## src/rtl/i2c_pkg.sv

```systemverilog
// rtl/i2c_pkg.sv - shared I2C types and constants for the master controller and address translator
package i2c_pkg;

    typedef enum logic [3:0] {
        ST_IDLE,
        ST_START,
        ST_ADDR,
        ST_AACK,
        ST_WDATA,
        ST_WACK,
        ST_RDATA,
        ST_RNACK,
        ST_STOP
    } state_t;

    typedef enum logic [1:0] {
        Q0 = 2'd0,
        Q1 = 2'd1,
        Q2 = 2'd2,
        Q3 = 2'd3
    } qphase_t;

    localparam logic [6:0] VADDR_DEV1 = 7'h48;
    localparam logic [6:0] VADDR_DEV2 = 7'h49;

    localparam logic ACK_BIT  = 1'b0;
    localparam logic NACK_BIT = 1'b1;

    // States that clock a data or acknowledge bit with the q0..q3 pattern.
    function automatic logic is_bit_state(input state_t s);
        return (s == ST_ADDR) || (s == ST_AACK) || (s == ST_WDATA) ||
               (s == ST_WACK) || (s == ST_RDATA) || (s == ST_RNACK);
    endfunction

endpackage

```

## src/rtl/i2c_master_ctrl_if.sv

```systemverilog
// rtl/i2c_master_ctrl_if.sv - request/response handshake and open-drain line bundle
interface i2c_master_ctrl_if;

    logic       start;
    logic [6:0] addr;
    logic       rw;
    logic [7:0] wdata;
    logic       busy;
    logic       done;
    logic       ack_err;
    logic [7:0] rdata;
    logic       scl_oe;
    logic       sda_oe;
    logic       scl_in;
    logic       sda_in;

    modport master (
        input  start, addr, rw, wdata, scl_in, sda_in,
        output busy, done, ack_err, rdata, scl_oe, sda_oe
    );

    modport slave (
        output start, addr, rw, wdata, scl_in, sda_in,
        input  busy, done, ack_err, rdata, scl_oe, sda_oe
    );

endinterface

```

## src/rtl/i2c_master_ctrl_qtick.sv

```systemverilog
// rtl/i2c_master_ctrl_qtick.sv - quarter-SCL-period tick and phase generator with stretch hold
module i2c_qtick
    import i2c_pkg::*;
#(
    parameter int CLK_DIV = 125
) (
    input  logic    clk,
    input  logic    rst,
    input  logic    run,
    input  logic    hold,
    output logic    tick,
    output logic    first,
    output qphase_t phase
);

    localparam int              CW   = $clog2(CLK_DIV);
    localparam logic [CW-1:0]   LAST = CW'(CLK_DIV - 1);

    logic [CW-1:0] cnt;

    // tick marks the final clk of a quarter; first marks its opening clk.
    assign tick  = run && !hold && (cnt == LAST);
    assign first = run && (cnt == '0);

    always_ff @(posedge clk or posedge rst) begin
        if (rst) begin
            cnt   <= '0;
            phase <= Q0;
        end else if (run && !hold) begin
            if (cnt == LAST) begin
                cnt   <= '0;
                phase <= qphase_t'(phase + 2'd1);
            end else begin
                cnt <= cnt + 1'b1;
            end
        end
    end

endmodule

```

## src/rtl/i2c_master_ctrl.sv

```systemverilog
// rtl/i2c_master_ctrl.sv - single-master I2C initiator for one-byte write/read transactions
module i2c_master_ctrl
    import i2c_pkg::*;
#(
    parameter int CLK_DIV = 125
) (
    input  logic               clk,
    input  logic               rst,
    i2c_master_ctrl_if.master  bus
);

    state_t     state;
    logic [3:0] bit_cnt;
    logic [7:0] tx_sr;
    logic [7:0] wdata_q;
    logic       rw_q;
    logic       sda_smp;
    logic       busy_q;
    logic       done_q;
    logic       ack_err_q;
    logic [7:0] rdata_q;
    logic       scl_oe_q;
    logic       sda_oe_q;

    logic       run;
    logic       hold;
    logic       tick;
    logic       first;
    qphase_t    phase;

    assign run  = (state != ST_IDLE);
    // A slave holding SCL low after we release it freezes the quarter count.
    assign hold = (phase == Q2) && !bus.scl_in;

    i2c_qtick #(.CLK_DIV(CLK_DIV)) u_qtick (
        .clk   (clk),
        .rst   (rst),
        .run   (run),
        .hold  (hold),
        .tick  (tick),
        .first (first),
        .phase (phase)
    );

    assign bus.busy    = busy_q;
    assign bus.done    = done_q;
    assign bus.ack_err = ack_err_q;
    assign bus.rdata   = rdata_q;
    assign bus.scl_oe  = scl_oe_q;
    assign bus.sda_oe  = sda_oe_q;

    always_ff @(posedge clk or posedge rst) begin
        if (rst) begin
            state     <= ST_IDLE;
            bit_cnt   <= '0;
            tx_sr     <= '0;
            wdata_q   <= '0;
            rw_q      <= 1'b0;
            sda_smp   <= NACK_BIT;
            busy_q    <= 1'b0;
            done_q    <= 1'b0;
            ack_err_q <= 1'b0;
            rdata_q   <= '0;
            scl_oe_q  <= 1'b0;
            sda_oe_q  <= 1'b0;
        end else begin
            done_q <= 1'b0;
            if (first && phase == Q3)
                sda_smp <= bus.sda_in;

            if (state == ST_IDLE) begin
                if (bus.start) begin
                    state     <= ST_START;
                    busy_q    <= 1'b1;
                    tx_sr     <= {bus.addr, bus.rw};
                    rw_q      <= bus.rw;
                    wdata_q   <= bus.wdata;
                    rdata_q   <= '0;
                    ack_err_q <= 1'b0;
                    bit_cnt   <= '0;
                    scl_oe_q  <= 1'b0;
                    sda_oe_q  <= 1'b0;
                end
            end else if (tick) begin
                // Outputs are set at the tick that opens the following quarter.
                case (phase)
                    Q0: begin
                        if (state == ST_STOP)
                            scl_oe_q <= 1'b0;
                    end
                    Q1: begin
                        if (state == ST_START)
                            sda_oe_q <= 1'b1;
                        else if (state == ST_STOP)
                            sda_oe_q <= 1'b0;
                        else if (is_bit_state(state))
                            scl_oe_q <= 1'b0;
                    end
                    Q3: begin
                        scl_oe_q <= 1'b1;
                        case (state)
                            ST_START: begin
                                state    <= ST_ADDR;
                                bit_cnt  <= '0;
                                sda_oe_q <= ~tx_sr[7];
                            end
                            ST_ADDR, ST_WDATA: begin
                                if (bit_cnt == 4'd7) begin
                                    state    <= (state == ST_ADDR) ? ST_AACK : ST_WACK;
                                    bit_cnt  <= 4'd8;
                                    sda_oe_q <= 1'b0;
                                end else begin
                                    bit_cnt  <= bit_cnt + 1'b1;
                                    tx_sr    <= {tx_sr[6:0], 1'b0};
                                    sda_oe_q <= ~tx_sr[6];
                                end
                            end
                            ST_AACK: begin
                                if (sda_smp == ACK_BIT) begin
                                    bit_cnt <= '0;
                                    if (rw_q) begin
                                        state    <= ST_RDATA;
                                        sda_oe_q <= 1'b0;
                                    end else begin
                                        state    <= ST_WDATA;
                                        tx_sr    <= wdata_q;
                                        sda_oe_q <= ~wdata_q[7];
                                    end
                                end else begin
                                    ack_err_q <= 1'b1;
                                    state     <= ST_STOP;
                                    sda_oe_q  <= 1'b1;
                                end
                            end
                            ST_WACK: begin
                                if (sda_smp == NACK_BIT)
                                    ack_err_q <= 1'b1;
                                state    <= ST_STOP;
                                sda_oe_q <= 1'b1;
                            end
                            ST_RDATA: begin
                                rdata_q  <= {rdata_q[6:0], sda_smp};
                                sda_oe_q <= 1'b0;
                                if (bit_cnt == 4'd7) begin
                                    state   <= ST_RNACK;
                                    bit_cnt <= 4'd8;
                                end else begin
                                    bit_cnt <= bit_cnt + 1'b1;
                                end
                            end
                            ST_RNACK: begin
                                state    <= ST_STOP;
                                sda_oe_q <= 1'b1;
                            end
                            ST_STOP: begin
                                state    <= ST_IDLE;
                                busy_q   <= 1'b0;
                                done_q   <= 1'b1;
                                scl_oe_q <= 1'b0;
                                sda_oe_q <= 1'b0;
                            end
                            default: state <= ST_IDLE;
                        endcase
                    end
                    default: ;
                endcase
            end
        end
    end

endmodule

```

## src/flat_wrapper.sv

```systemverilog
// flat-port wrapper written by rule: the top's interface ports become plain ports
module i2c_master_ctrl_flat import i2c_pkg::*;
#(
    parameter int CLK_DIV = 125
)
  (clk, rst, bus_start, bus_addr, bus_rw, bus_wdata, bus_scl_in, bus_sda_in, bus_busy, bus_done, bus_ack_err, bus_rdata, bus_scl_oe, bus_sda_oe);
  i2c_master_ctrl_if bus_i ();
  input  logic clk;
  input  logic rst;
  input wire logic [$bits(bus_i.start)-1:0] bus_start;
  input wire logic [$bits(bus_i.addr)-1:0] bus_addr;
  input wire logic [$bits(bus_i.rw)-1:0] bus_rw;
  input wire logic [$bits(bus_i.wdata)-1:0] bus_wdata;
  input wire logic [$bits(bus_i.scl_in)-1:0] bus_scl_in;
  input wire logic [$bits(bus_i.sda_in)-1:0] bus_sda_in;
  output wire logic [$bits(bus_i.busy)-1:0] bus_busy;
  output wire logic [$bits(bus_i.done)-1:0] bus_done;
  output wire logic [$bits(bus_i.ack_err)-1:0] bus_ack_err;
  output wire logic [$bits(bus_i.rdata)-1:0] bus_rdata;
  output wire logic [$bits(bus_i.scl_oe)-1:0] bus_scl_oe;
  output wire logic [$bits(bus_i.sda_oe)-1:0] bus_sda_oe;
  assign bus_i.start = bus_start;
  assign bus_i.addr = bus_addr;
  assign bus_i.rw = bus_rw;
  assign bus_i.wdata = bus_wdata;
  assign bus_i.scl_in = bus_scl_in;
  assign bus_i.sda_in = bus_sda_in;
  assign bus_busy = bus_i.busy;
  assign bus_done = bus_i.done;
  assign bus_ack_err = bus_i.ack_err;
  assign bus_rdata = bus_i.rdata;
  assign bus_scl_oe = bus_i.scl_oe;
  assign bus_sda_oe = bus_i.sda_oe;
  i2c_master_ctrl #(.CLK_DIV(CLK_DIV)) u_core (.clk(clk), .rst(rst), .bus(bus_i));
endmodule
```

## config.mk

```make
export PLATFORM = sky130hd
export DESIGN_NAME = i2c_master_ctrl_flat
export DESIGN_NICKNAME = d
export VERILOG_FILES = /design/src/rtl/i2c_pkg.sv /design/src/rtl/i2c_master_ctrl_if.sv /design/src/rtl/i2c_master_ctrl_qtick.sv /design/src/rtl/i2c_master_ctrl.sv /design/src/flat_wrapper.sv
export SDC_FILE = /design/constraint.sdc
export NUM_CORES = 1
export LEC_CHECK = 0
export CAP_MARGIN = 20
export CORE_MARGIN = 3
export CORE_UTILIZATION = 57
export CTS_BUF_LIST = sky130_fd_sc_hd__clkbuf_4 sky130_fd_sc_hd__clkbuf_8
export CTS_CLUSTER_DIAMETER = 40
export CTS_CLUSTER_SIZE = 40
export DETAILED_ROUTE_END_ITERATION = 8
export PLACE_DENSITY = 0.91
export SLEW_MARGIN = 10
export SYNTH_ARGS = -nofsm -noshare
export SYNTH_HDL_FRONTEND = slang
export SYNTH_SLANG_ARGS = --single-unit
```

## constraint.sdc

```tcl
create_clock -name clk -period 2.8 [get_ports clk]
set_input_delay 0.7 -clock clk [delete_from_list [all_inputs] [get_ports clk]]
set_output_delay 0.7 -clock clk [all_outputs]
set_load 0.02 [all_outputs]
```

==> flow_summary.toml, run 1 <==
[clocking]
cts.sinks = 48
cts_root_buffer = "clkbuf_8"
numCtsBuffers = 5
h-tree-depth = 2
clk_latency_ns = 0.31
post_cts_buffers = 0
cts_resized = 0
clockBufferDepth = 2
cts_tree = "built"
clk_pin_slew_ns = 0.09
holdBufCountCts = 0

[detailed_routing]
wl_per_cell_um = 16.8
routed_wirelength_um = 5800
first_iter_violations = 166
viasPerCell = 6.09
antenna_left = 0
route.detailed.drc = 0
vias = 2101
dr.pass1.iters = 4

[final_layout]
syn_to_final_growth_pct = 20.1
mostFrequentLayoutCells = "47 x dfrtp_1, 33 x clkdlybuf4s50_1, 31 x nand2_1"
layout_commonest_cell = "dfrtp_1"
diodes = 0
layout-drive-gt1-share_pct = 15.9
nNetsFinal = 322
fin_util_pct = 74.6
final_cells = 345

[setup_path]
path_buf_inv = 0
critPathSlowestCell = "dfrtp_1"
reg2reg_depth = 5
cp-start-kind = "register"
worstPathRequired_ns = 3.00
worstPathArrival_ns = 2.55
slowest_delay_ns = 0.71
cp_top_family = "simple AND/OR/NAND/NOR gates"
path_cells = "or4_4 -> nand3_4 -> o41ai_4 -> nand3_2 -> mux2_2"
end_kind = "register"
path_depth = 5
setup.worst_path.class = "register to register"
path_max_fanout = 15

[floorplan]
die_h_um = 73.7
rows = 23
core_um2 = 4200
die_x_um = 73.7
ios = 34
start_util_pct = 62.1
die-area_um2 = 5430

[power_and_ir_drop]
p_sw_mw = 1.21
powerDensity_nw_per_um2 = 974
power_mw = 3.05
vdd_drop_max_v = 0.000551
clkPwrFrac_pct = 14.4
p_comb_share_pct = 44.1
p_leak_nw = 1.45
switching_share_pct = 39.8
p_seq_share_pct = 41.5
power.internal_mw = 1.84

[synth]
syn_area_um2 = 2610
syn_avg_cell_area_um2 = 10.2
synthCells = 256
async_flop_share_pct = 100
synth.yosys.seq_area_share_pct = 46.1
ys_types = 49
ys_ff_latch = 48
syn-num-nets = 284
synth_top_flop_cell = "dfrtp_1"
ys_warn_count = 0
synth_edf_count = 0

[timing]
report.final.slew_viol_count = 0
slew_headroom_pct = 59.2
fmax_ghz = 0.426
post-route-period-util_pct = 83.8
finalSetupTns_ns = 0
skew_ns = 0.00810
timing_hold_violations_final = 0
setup_viol = 0
tightest_slew_ns = 0.610
period_needed_ns = 2.35
rsz0062_at_grt = "no"
setup_slack_ns = 0.455

[placed_design]
dpl.hpwl_um = 4060
gp_congestion = 0.942
placed_cells = 337
io_buffers = 33
place_worst_setup_slack_ns = 0.184

[global_routing]
grt_usage_pct = 23.6
first_global_vias = 2141
grt_pass1_wl_um = 9800
grt_remaining_overflow = 0
grt_max_degree = 26
antenna_found_initial = 0

[worst_hold_path]
hp-class = "register to register"
whs_path_depth = 1

[flow_run]
maxCapViolations = 0

[run_status]
status = "completed"
flip-flops by register name (all words and copies together), names as in the netlist:
name,cells
u_core.u_qtick.cnt,7
u_core.bus.busy,1
u_core.bus.done,1
u_core.bus.ack_err,1
u_core.rw_q,1
u_core.bus.rdata,8
u_core.bus.sda_oe,1
u_core.tx_sr,8
u_core.state,4
u_core.sda_smp,1
u_core.bus.scl_oe,1
u_core.wdata_q,8
u_core.bit_cnt,4
u_core.u_qtick.phase,2
Yosys cell counts, drive strengths merged, types with 4 or more instances:
master / n / area (um2)
a21o: 4 / 30.0
mux2i: 17 / 170
clkbuf: 7 / 26.3
ha: 7 / 87.6
dfrtp: 47 / 1180
and3: 5 / 31.3
inv: 17 / 63.8
nand2: 31 / 116
nor3: 5 / 30.0
nand3: 6 / 47.6
o21ai: 22 / 110
a21oi: 7 / 35.0
buf: 4 / 18.8
o211ai: 4 / 35.0
nor2: 13 / 48.8
nand4: 5 / 31.3
mux2: 20 / 225
stage by stage:
step	hold WS (ns)	instance area (um2)
floorplan	0.462	2610
global placement	0.460	3040
detailed placement	0.466	3040
CTS	0.485	3140
global route	0.496	3140
finish	0.479	3140
kinds of logic (layout without fill, tap and decap cells):
kind of cell               after synthesis  in the layout  synth area share, %
and+or+nand+nor                         80             80                 16.4
AOI/OAI and AO/OA                       52             52                 13.5
DFF                                     48             48                 46.1
muxes                                   37             37                 15.1
buffers and inverters                   28             67                 4.17
adders and majority gates                8              8                 3.74
xor gates and xnor gates                 3              3                 1.01
cell type report:
class	count	area, um2
Multi-Input combinational cell	180	1300
Sequential cell	48	1200
Fill cell	298	1070
Timing Repair Buffer	42	410
Clock buffer	6	82.6
Inverter	17	63.8
Tap cell	50	62.6
Clock inverter	2	15.0
layer usage:
metal  part of all wire, %  GRT usage [%]
met3                   4.2           5.88
met4                   1.6           7.44
met5                     0              0
met2                    52           40.5
met1                    42           29.2
power by group through the flow:
| stage | clock (mW) | sequential (mW) | combinational (mW) |
|---|---|---|---|
| after floorplan | 0 | 1.26 | 0.883 |
| after global placement | 0 | 1.26 | 1.26 |
| after detailed placement | 0 | 1.27 | 1.33 |
| after CTS | 0.446 | 1.26 | 1.35 |
| after global routing | 0.476 | 1.31 | 1.48 |
| final | 0.439 | 1.27 | 1.35 |
final timing paths:
| path | slack (ns) | endpoint | start |
|---|---|---|---|
| worst max-delay path | 0.45 | u_core.tx_sr[3] | u_core.state[1] |
| worst min-delay path | 0.48 | u_core.bus.scl_oe | u_core.bus.scl_oe |
| worst max register to register | 0.45 | u_core.tx_sr[3] | u_core.state[1] |
| worst min register to register | 0.48 | u_core.bus.scl_oe | u_core.bus.scl_oe |
| max in group asynchronous | 1.49 | u_core.sda_smp | rst |
| min in group asynchronous | 0.73 | u_core.wdata_q[5] | rst |
worst register-to-register path, stage by stage (launching register included):
cell	delay (ns)
dfrtp_1	0.71
or4_4	0.34
nand3_4	0.16
o41ai_4	0.41
nand3_2	0.27
mux2_2	0.35
Power figures use the tool's default switching activity.
==> run 2: changes to the inputs <==
- CORE_UTILIZATION: 57 -> 52
- PLACE_DENSITY: 0.91 -> 0.88
- clock period: 2.8 -> 1.9 ns (I/O delays scaled with it)
==> run 2 against run 1 <==
  * The flow now finishes with violations (setup timing)
  * Sequential share of layout area fell by 4.8 points
  * Count of clock-buffer cells in the layout stayed put
  * Final cell count increased by 17%
  * First-iteration DRC count up 9.0%
  * Power rose by 68%
  * Global-route usage fell by 0.24 points
  * Sequential power increased by 40%
  * Register-to-register slack got worse by 0.47 ns
  * Largest cell class unchanged
==> flow_summary.toml, run 2 (synthesized netlist as in run 1, its figures left out) <==
[run_status]
status = "finished, violations left"
violations = "setup timing"

[detailed_routing]
dr_wl_met3_um = 430
viasPerCell = 5.85
antenna_left = 0
wl_per_cell_um = 16.9
route.detailed.drc = 0
first_iter_violations = 181
routed_wirelength_um = 6810
highest_layer = "met4"
wl_met1_um = 2810
met2WireLength_um = 3350
dr.pass1.iters = 4
vias = 2352

[setup_path]
slowest_delay_ns = 0.41
critPathSlowestCell = "dfrtp_1"
cp_top_family = "buffers and inverters"
r2r_start = "u_core.state[2]"
cp-start-kind = "register"
worstPathArrival_ns = 2.10
end_kind = "register"
r2r-end = "u_core.tx_sr[1]"
path_depth = 7
path_cells = "buf_4 -> buf_4 -> nor3_4 -> buf_6 -> mux2i_1 -> o21ai_0 -> mux2_2"
worstPathRequired_ns = 2.09
setup.worst_path.class = "register to register"
reg2reg_depth = 7
path_max_fanout = 10
r2r_setup_slack_ns = -0.01
cpMostUsedCell = "buf_4"
path_buf_inv = 3

[final_layout]
diodes = 0
final_cells = 402
layout_commonest_cell = "dfrtp_1"
fin_util_pct = 74.9
syn_to_final_growth_pct = 37.4
mostFrequentLayoutCells = "47 x dfrtp_1, 43 x buf_4, 32 x clkdlybuf4s50_1"
nNetsFinal = 362
layout-drive-gt1-share_pct = 31.6

[floorplan]
ios = 34
die-area_um2 = 5910
die_x_um = 76.8
rows = 25
die_h_um = 76.8
start_util_pct = 54.5
core_um2 = 4790

[worst_hold_path]
hp-class = "input pin to asynchronous set/reset pin"

[placed_design]
gp_congestion = 0.895
place_worst_setup_slack_ns = -0.350
placed_cells = 388
io_buffers = 33
dpl.hpwl_um = 4500

[power_and_ir_drop]
power_mw = 5.13
vdd_drop_max_v = 0.000820
powerDensity_nw_per_um2 = 1430
p_leak_nw = 1.67

[clocking]
numCtsBuffers = 5
clk_pin_slew_ns = 0.09
cts_tree = "built"
clk_latency_ns = 0.30
cts_root_buffer = "clkbuf_8"
cts.sinks = 48
clockBufferDepth = 2
h-tree-depth = 2

[timing]
skew_ns = 0.00900
period_needed_ns = 1.91
report.final.slew_viol_count = 0
post-route-period-util_pct = 101
rsz0062_at_grt = "yes"
setup_slack_ns = -0.0122
tightest_slew_ns = 0.457
setup_viol = 2
timing_hold_violations_final = 0
fmax_ghz = 0.523
slew_headroom_pct = 69.3
fin_hold_ws_ns = 0.492

[global_routing]
grt_pass1_wl_um = 11200
grt_usage_pct = 23.4
grt_remaining_overflow = 0
grt_max_degree = 25
first_global_vias = 2354
antenna_found_initial = 0

[flow_run]
maxCapViolations = 0
## run 2: cell types whose count changed in the layout (fill, tap and decap cells not counted), moves of 3 or more
cell and delta:
buf_4 +35, buf_6 +4, ha_1 -4, ha_2 +3
## run 2: area by class of cell
class                   count  area, um2
clock buffers               6       76.3
clock inverters             2       12.5
fillers                   306       1200
inverters                  17       63.8
multi-input cells         180       1410
flip-flops and latches     48       1200
well taps                  67       83.8
repair buffers             82        737
## run 2: worst max-delay path by stage
stage                            start               to  slack (ns)
3_5_place_dp                bus_scl_in  u_core.tx_sr[0]       -0.35
4_1_cts        u_core.u_qtick.phase[0]  u_core.tx_sr[0]       0.004
3_3_place_gp                bus_scl_in  u_core.tx_sr[0]       -0.32
6_report               u_core.state[2]  u_core.tx_sr[1]       -0.01
5_1_grt        u_core.u_qtick.phase[0]  u_core.tx_sr[0]       -0.05
2_1_floorplan          u_core.state[0]  u_core.tx_sr[1]       -0.01
## run 2: through the flow
stage / setup TNS [ns] / instance area (um2)
finish: -0.0207 / 3590
floorplan: -0.119 / 2650
CTS: 0 / 3540
global route: -0.431 / 3590
global placement: -6.62 / 3360
detailed placement: -7.61 / 3360
## run 2: routing by layer
layer,vias up,track usage [%]
li1,1068,-
met1,1146,30.1
met2,112,39.5
met3,26,3.29
met4,0,9.60
met5,-,0
## run 2: repair_timing
action / in CTS / in global routing
pin swaps: 6 / 6
hold buffers: 0 / 0
setup buffers: 5 / 1
setup endpoints to repair: 15 / 26
resized for setup: 15 / 9
## run 2: worst register-to-register path: stages (launching register included)
cell	delay [ns]
dfrtp_1	0.41
buf_4	0.19
buf_4	0.19
nor3_4	0.21
buf_6	0.18
mux2i_1	0.21
o21ai_0	0.12
mux2_2	0.29
## run 2: power breakdown
part           switching, mW  internal, mW  total (mW)
clock                  0.331         0.272       0.602
sequential             0.321          1.46        1.78
combinational           1.38          1.37        2.75
==> edit (config.mk and constraints of run 1) <==
Encoding of `state_t`: now one-hot (9 bits for 9 states).
--- a/src/rtl/i2c_pkg.sv
+++ b/src/rtl/i2c_pkg.sv
@@ -3,12 +3,12 @@
 
-    typedef enum logic [3:0] {
-        ST_IDLE,
-        ST_START,
-        ST_ADDR,
-        ST_AACK,
-        ST_WDATA,
-        ST_WACK,
-        ST_RDATA,
-        ST_RNACK,
-        ST_STOP
+    typedef enum logic [8:0] {
+        ST_IDLE  = 9'b000000001,
+        ST_START = 9'b000000010,
+        ST_ADDR  = 9'b000000100,
+        ST_AACK  = 9'b000001000,
+        ST_WDATA = 9'b000010000,
+        ST_WACK  = 9'b000100000,
+        ST_RDATA = 9'b001000000,
+        ST_RNACK = 9'b010000000,
+        ST_STOP  = 9'b100000000
     } state_t;
Function: no difference found for any inputs over 10 cycles, from zero or initial values and one cycle with rst high; not proved beyond that.
==> edit against run 1 <==
  * Worst setup slack got worse by 0.14 ns
  * Routed wire length increased by 21%
  * Synthesized area increased by 18%
  * Largest cell class unchanged
  * Die area increased by 17%
  * Cell count increased by 25%
  * Cell area increased by 14%
  * Utilization decreased by 5.7 points
  * Critical path type unchanged
  * Clock skew about the same
  * Sequential cell count increased by 5
Power is not compared: it rests on default switching activity, and its combinational part moved more than twofold at a synthesized area within 25%.
==> edit: results (changes against run 1) <==
| Metric | Value |
|---|---|
| Hold Path Cell Cnt | `2 (+1)` |
| Routed WL per cell | `16.23 um (-3.4%)` |
| CP arrival | `2.70 ns (+0.15 ns)` |
| Global-route wire length before repair | `11.82 mm (+21%)` |
| WHS | `0.4814 ns (+0.002553 ns)` |
| Reg2reg path depth | `6 (+1)` |
| Largest cells by area after synthesis | `dfrtp_1, nand2_1, o21ai_0` |
| CP max-delay cell | `o221ai_4` |
| Crit path max fanout | `16 (+1)` |
| Met3 WL | `445 um (+81%)` |
| Multi-input gates | `239 (+33%)` |
| Flop-to-flop setup slack | `0.31 ns (-0.14 ns)` |
| Sequential share of the synthesized area | `42.98% (-3.1 points)` |
| Period utilisation layout | `88.83% (+5.1 points)` |
| Fillers | `396 (+33%)` |
| Commonest cells in the synthesized netlist | `dfrtp_1, nand2_1, nor2_1` |
| Largest net degree at the start of global routing | `54 (+110%)` |
| Fraction of area in multi-input gates | `43.91% (+2.5 points)` |
| DRT met1 WL | `2.828 mm (+16%)` |
| Post-DP Area | `0.003452 mm2 (+14%)` |
| Multi-input gate area | `0.001567 mm2 (+21%)` |
| Layout non-clock buf frac | `10.94% (-2.1 points)` |
| Met2 wire len | `3.516 mm (+16%)` |
| Worst Min Path Start | `u_core.wdata_q[3]` |
| Mapped Nets | `360 (+27%)` |
| Hold Path End | `u_core.wdata_q[3]` |
| Rel. slew slack | `55.49% (-3.7 points)` |
| Total Routing Usage GR | `23.69% (+0.049 points)` |
| Status | `completed` |
| Reg2reg end | `u_core.tx_sr[1]` |
| Seq cells | `53 (+10%)` |
| Initial DRC Count | `290 (+75%)` |
| DRT Pass-1 Iters | `5 (+1)` |
| FF/Latch Area | `0.001329 mm2 (+11%)` |
## edit: cells by family (layout without fill, tap and decap cells)
logic type / Yosys count / count (layout) / share of synthesized area, %
AOI/OAI and AO/OA: 79 / 79 / 18.94
DFF: 53 / 53 / 42.98
xor gates and xnor gates: 8 / 8 / 2.266
and+or+nand+nor: 133 / 133 / 22.62
muxes: 12 / 12 / 4.007
buffers and inverters: 40 / 70 / 6.353
adders and majority gates: 7 / 7 / 2.833
## edit: worst max-delay path by stage
stage,start,cells after the start,end
after global routing,u_core.state[2],6,u_core.tx_sr[1]
final,u_core.state[2],6,u_core.tx_sr[1]
after floorplan,u_core.state[6],7,u_core.bit_cnt[1]
after detailed placement,bus_scl_in,7,u_core.tx_sr[3]
after global placement,bus_scl_in,6,u_core.bit_cnt[1]
after CTS,u_core.state[6],6,u_core.tx_sr[1]
## edit: worst min-delay path: cells and delay by family, from the launching register on
kind / cells / cell delay (ns)
AND/OR/NAND/NOR: 2 / 0.10
flip-flops: 1 / 0.35
